**src/rtl/phrase_pkg.sv**
```systemverilog
// Shared word/phrase geometry for the phrase-wide memory path (build_phrase / digest_phrase).
package phrase_pkg;

  localparam int WORD_WIDTH       = 16;
  localparam int WORDS_PER_PHRASE = 8;
  localparam int PHRASE_WIDTH     = WORD_WIDTH * WORDS_PER_PHRASE;

  typedef logic [PHRASE_WIDTH-1:0] phrase_t;
  typedef logic [WORD_WIDTH-1:0]   word_t;

endpackage

```
**src/rtl/build_phrase.sv**
```systemverilog
// Packs accepted words (first word in the LSBs) into phrases, with a one-phrase
// output register and a flush that emits a zero-padded partial phrase.
module build_phrase #(
  parameter int WORD_WIDTH       = phrase_pkg::WORD_WIDTH,
  parameter int WORDS_PER_PHRASE = phrase_pkg::WORDS_PER_PHRASE
) (
  input  logic                                 clk_in,
  input  logic                                 rst_in,
  input  logic                                 valid_word,
  output logic                                 ready_word,
  input  logic [WORD_WIDTH-1:0]                word,
  input  logic                                 flush_in,
  output logic                                 valid_phrase,
  input  logic                                 ready_phrase,
  output logic [WORD_WIDTH*WORDS_PER_PHRASE-1:0] phrase_data,
  output logic [$clog2(WORDS_PER_PHRASE+1)-1:0]  phrase_words
);

  localparam int PW = WORD_WIDTH * WORDS_PER_PHRASE;
  localparam int CW = $clog2(WORDS_PER_PHRASE);
  localparam int NW = $clog2(WORDS_PER_PHRASE + 1);

  // Handshakes: a word moves when valid_word && ready_word, a phrase when
  // valid_phrase && ready_phrase; valid is never withdrawn without a transfer.

  logic [PW-1:0] acc;
  logic [PW-1:0] acc_next;
  logic [CW-1:0] cnt;
  logic          flush_pending;

  logic          out_free;
  logic          last;
  logic          accept;
  logic          complete;
  logic          flush_req;
  logic          load;
  logic [NW-1:0] total;

  assign out_free   = !valid_phrase || ready_phrase;
  assign last       = (cnt == CW'(WORDS_PER_PHRASE - 1));
  assign ready_word = rst_in && !flush_pending && (!last || out_free);
  assign accept     = valid_word && ready_word;
  assign complete   = accept && last;
  assign total      = NW'(cnt) + NW'(accept);
  assign flush_req  = (flush_in || flush_pending) && (total != '0);
  // A completing word only gets in when out_free, so completion always loads.
  assign load       = complete || (flush_req && out_free);

  always_comb begin
    acc_next = acc;
    if (accept) acc_next[cnt*WORD_WIDTH +: WORD_WIDTH] = word;
  end

  always_ff @(posedge clk_in or negedge rst_in) begin
    if (!rst_in) begin
      acc           <= '0;
      cnt           <= '0;
      flush_pending <= 1'b0;
      valid_phrase  <= 1'b0;
      phrase_data   <= '0;
      phrase_words  <= '0;
    end else begin
      if (valid_phrase && ready_phrase) valid_phrase <= 1'b0;
      if (load) begin
        phrase_data   <= acc_next;
        phrase_words  <= total;
        valid_phrase  <= 1'b1;
        acc           <= '0;
        cnt           <= '0;
        flush_pending <= 1'b0;
      end else begin
        if (accept) begin
          acc <= acc_next;
          cnt <= cnt + CW'(1);
        end
        // Stays set only while a non-empty partial waits for the output register.
        flush_pending <= flush_req;
      end
    end
  end

endmodule

```
**config.mk**
```make
export PLATFORM = sky130hd
export DESIGN_NAME = build_phrase
export DESIGN_NICKNAME = d
export VERILOG_FILES = /design/src/rtl/phrase_pkg.sv /design/src/rtl/build_phrase.sv
export SDC_FILE = /design/constraint.sdc
export NUM_CORES = 1
export LEC_CHECK = 0
export CELL_PAD_IN_SITES_DETAIL_PLACEMENT = 0
export CELL_PAD_IN_SITES_GLOBAL_PLACEMENT = 1
export CORE_UTILIZATION = 44
export CTS_CLUSTER_DIAMETER = 50
export CTS_CLUSTER_SIZE = 25
export DETAILED_ROUTE_END_ITERATION = 10
export PLACE_DENSITY = 0.75
export SYNTH_ARGS = -nofsm -noshare
export SYNTH_HDL_FRONTEND = slang
export SYNTH_SLANG_ARGS = --single-unit
export TNS_END_PERCENT = 10
```
**constraint.sdc**
```tcl
create_clock -name clk_in -period 4.5 [get_ports clk_in]
set_input_delay 0.45 -clock clk_in [delete_from_list [all_inputs] [get_ports clk_in]]
set_output_delay 0.45 -clock clk_in [all_outputs]
set_load 0.02 [all_outputs]
```
==> qor.yml <==
vias: 7702
worstSetupStartpoint: "rst_in"
drt-initial-drc-count: 516
ant_nets: 0
finalWeightedCongestion: 0.764
final_hold_viol_count: 0
synth_compound_area_frac: 0.0575
grt_max_degree: 83
synth_xor_area_frac: 0.000754
min_path_type: "input pin to async pin"
synth.mux.area_fraction: 0.199
finClkSkew_ps: 20.8
h-tree-depth: 1
cts_buffers: 31
synth.avg_cell_area_um2: 11.9
synthArstFlopShare: 1.00
p_leak_uw: 0.00705
worstRegToRegCells: 13
fmax_mhz: 281
die-area_mm2: 0.0271
initial_utilization: 0.447
die_w_um: 165
clock_sinks: 265
rows: 59
yosysUniqueCellTypes: 45
post_cts_buffers: 0
place_ws_ps: 856
ys_seq_area_frac: 0.571
grt_pass1_vias: 7603
clockBufferDepth: 3
avgRoutedWirePerCell_um: 19.7
crit_end: "phrase_data[2]$_DFFE_PN0P_"
crit_path_cell_trace: "dlygate4sd3_1, buf_8, buf_4, nor4bb_1, buf_4, nand4_2, mux2i_1, mux2i_1"
ys.flop_type: "dfrtp_1"
p_per_area_mw_per_mm2: 544
finalSetupViolations: 0
report.final.slew_viol_count: 0
cp-start-kind: "input pin"
io_pins: 155
synthesis.area_mm2: 0.0116
worst_slack_ps: 944
status: "complete, no violations"
die_h_um: 165
grt_overflow: 0
portBuffers: 154
core_mm2: 0.0260
cp_data_arrival_time_ps: 3980
grt.total_usage: 0.219
path_class: "input pin to register"
synth_warnings: 0
ctsResizeCount: 0
setup_tns_ps: 0
r2r-end: "acc[122]$_DFFE_PN0P_"
synth_fa_ha_area_frac: 0.00646
drv_cap: 0
r2r_setup_slack_ps: 970
grt_pass1_wl_um: 45000
dp_cells: 1397
dp_hpwl_um: 18200
r2r_start: "cnt[0]$_DFFE_PN0P_"
critPathSlowestCell: "buf_4"
firstDrtPassIters: 5
fill_cells: 2244
synth_edf_count: 0
drc: 0
post-route-min-period_ps: 3560
critical-path-top-delay-family: "buffers and inverters"
synth_top_family_by_area: "multiplexers"
wirelength_um: 28700
via_per_inst: 5.29
root_buffer: "clkbuf_16"
n_antenna_cell: 0
worst-path-max-fanout: 80
crit_cells: 8
fin_cells: 1456
cp_slowest_stage_delay_ps: 820
peakVddDrop_mv: 0.333
critPathCaptureType: "register"
synthCells: 974
worstMarginPinSlew_ps: 1010
hold_buffers: 1
rsz0062_at_grt: "false"
syn-num-nets: 1001
clkSlewWorstSetupHoldPaths_ps: 80
clock_latency_ps: 560
crit_required_ps: 4930
area_delta_synth_final_pct: 24.1
synthSimpleGateAreaFrac: 0.0990
layout-drive-gt1-share: 0.141
ys_ff_latch: 265
critPathBufInv: 4
antenna_found_initial: 0
fin_nets: 1123
timing.final.crit_share: 0.790
slew_headroom: 0.324
final_util: 0.555
cts_tree: "built"
[area by class of cell]
| type | instances | area [um^2] | share of cell area |
|---|---|---|---|
| Sequential cell | 265 | 6630 | 0.460 |
| Multi-Input combinational cell | 558 | 4220 | 0.293 |
| Timing Repair Buffer | 174 | 1750 | 0.121 |
| Clock buffer | 34 | 807 | 0.0560 |
| Tap cell | 335 | 419 | 0.0291 |
| Clock inverter | 24 | 348 | 0.0241 |
| Inverter | 66 | 248 | 0.0172 |
[worst reg2reg max path, stage by stage, from the launching register on]
cell	delay (ps)
dfrtp_1	530
ha_1	210
ha_1	190
nand3b_1	110
nand2_1	120
inv_1	50
ha_1	190
ha_1	210
and2_1	180
a2111o_1	460
nand3_4	350
buf_12	330
buf_4	310
o22ai_1	120
[stage by stage]
stage               hold WS, ps  instance area [um^2]  power, uW
floorplan                   154                 11600       4500
global placement            328                 13300       5160
detailed placement          331                 13300       5180
CTS                         336                 14400       7920
global route                354                 14400       8220
finish                      346                 14400       7850
[cell families after synthesis]
| family | after synthesis |
|---|---|
| buf+inv | 151 |
| xor+xnor | 1 |
| fa+ha+maj | 6 |
| flops | 265 |
| compound gates | 108 |
| mux | 219 |
| simple gates | 224 |
[cell usage in the layout (no fill, tap or decap), types with 26 or more instances in the layout]
| master | instances |
|---|---|
| clkbuf_16 | 31 |
| clkdlybuf4s50_1 | 153 |
| dfrtp_1 | 265 |
| inv_1 | 66 |
| mux2_2 | 64 |
| mux2i_1 | 148 |
| nand2_1 | 77 |
| nand4_1 | 42 |
| nor2_1 | 65 |
| o21ai_0 | 26 |
| o22ai_1 | 65 |
[how the worst min path moves through the flow]
| stage | startpoint | to | cells after the start | slack [ps] |
|---|---|---|---|---|
| floorplan | rst_in | acc[0]$_DFFE_PN0P_ | 0 | 150 |
| global placement | rst_in | phrase_data[7]$_DFFE_PN0P_ | 1 | 330 |
| detailed placement | rst_in | phrase_data[8]$_DFFE_PN0P_ | 1 | 330 |
| CTS | rst_in | phrase_data[8]$_DFFE_PN0P_ | 2 | 340 |
| global route | rst_in | phrase_data[8]$_DFFE_PN0P_ | 2 | 350 |
| finish | rst_in | phrase_data[8]$_DFFE_PN0P_ | 2 | 350 |
[synthesized netlist by cell type, drive strengths merged (2+ instances only)]
master	instances	area [um^2]
a31oi	7	43.8
o21ai	26	130
nand2	77	289
mux2	71	826
nor3	2	10.0
and4b	8	80.1
a32o	2	20.0
nand4	44	288
and4	2	17.5
nand3	7	77.6
and3	3	23.8
a21oi	3	15.0
ha	6	75.1
nor2	65	244
nor2b	3	18.8
mux2i	148	1480
and2	4	25.0
inv	66	248
buf	55	415
o22ai	65	407
dfrtp	265	6630
and3b	3	26.3
clkbuf	30	116
[layer usage]
metal | global-route usage | part of all wire | routed length, um | vias up
met1 | 0.328 | 0.48 | 13600 | 3816
met4 | 0.0455 | 0.016 | 454 | 0
li1 | - | - | - | 3648
met5 | 0 | 0 | 0 | -
met2 | 0.343 | 0.46 | 13100 | 202
met3 | 0.0261 | 0.051 | 1470 | 36
[flip-flops by register name (all words and copies together) (netlist names)]
signal         cells
acc              128
phrase_data      128
phrase_words       4
cnt                3
flush_pending      1
valid_phrase       1
[where the power goes]
| part | leakage (uW) | internal (uW) | switching [uW] |
|---|---|---|---|
| Combinational | 0.00282 | 928 | 1370 |
| Sequential | 0.00367 | 2660 | 171 |
| Clock | 0.000556 | 1590 | 1130 |
| Total | 0.00705 | 5180 | 2670 |
Power figures use the tool's default switching activity.
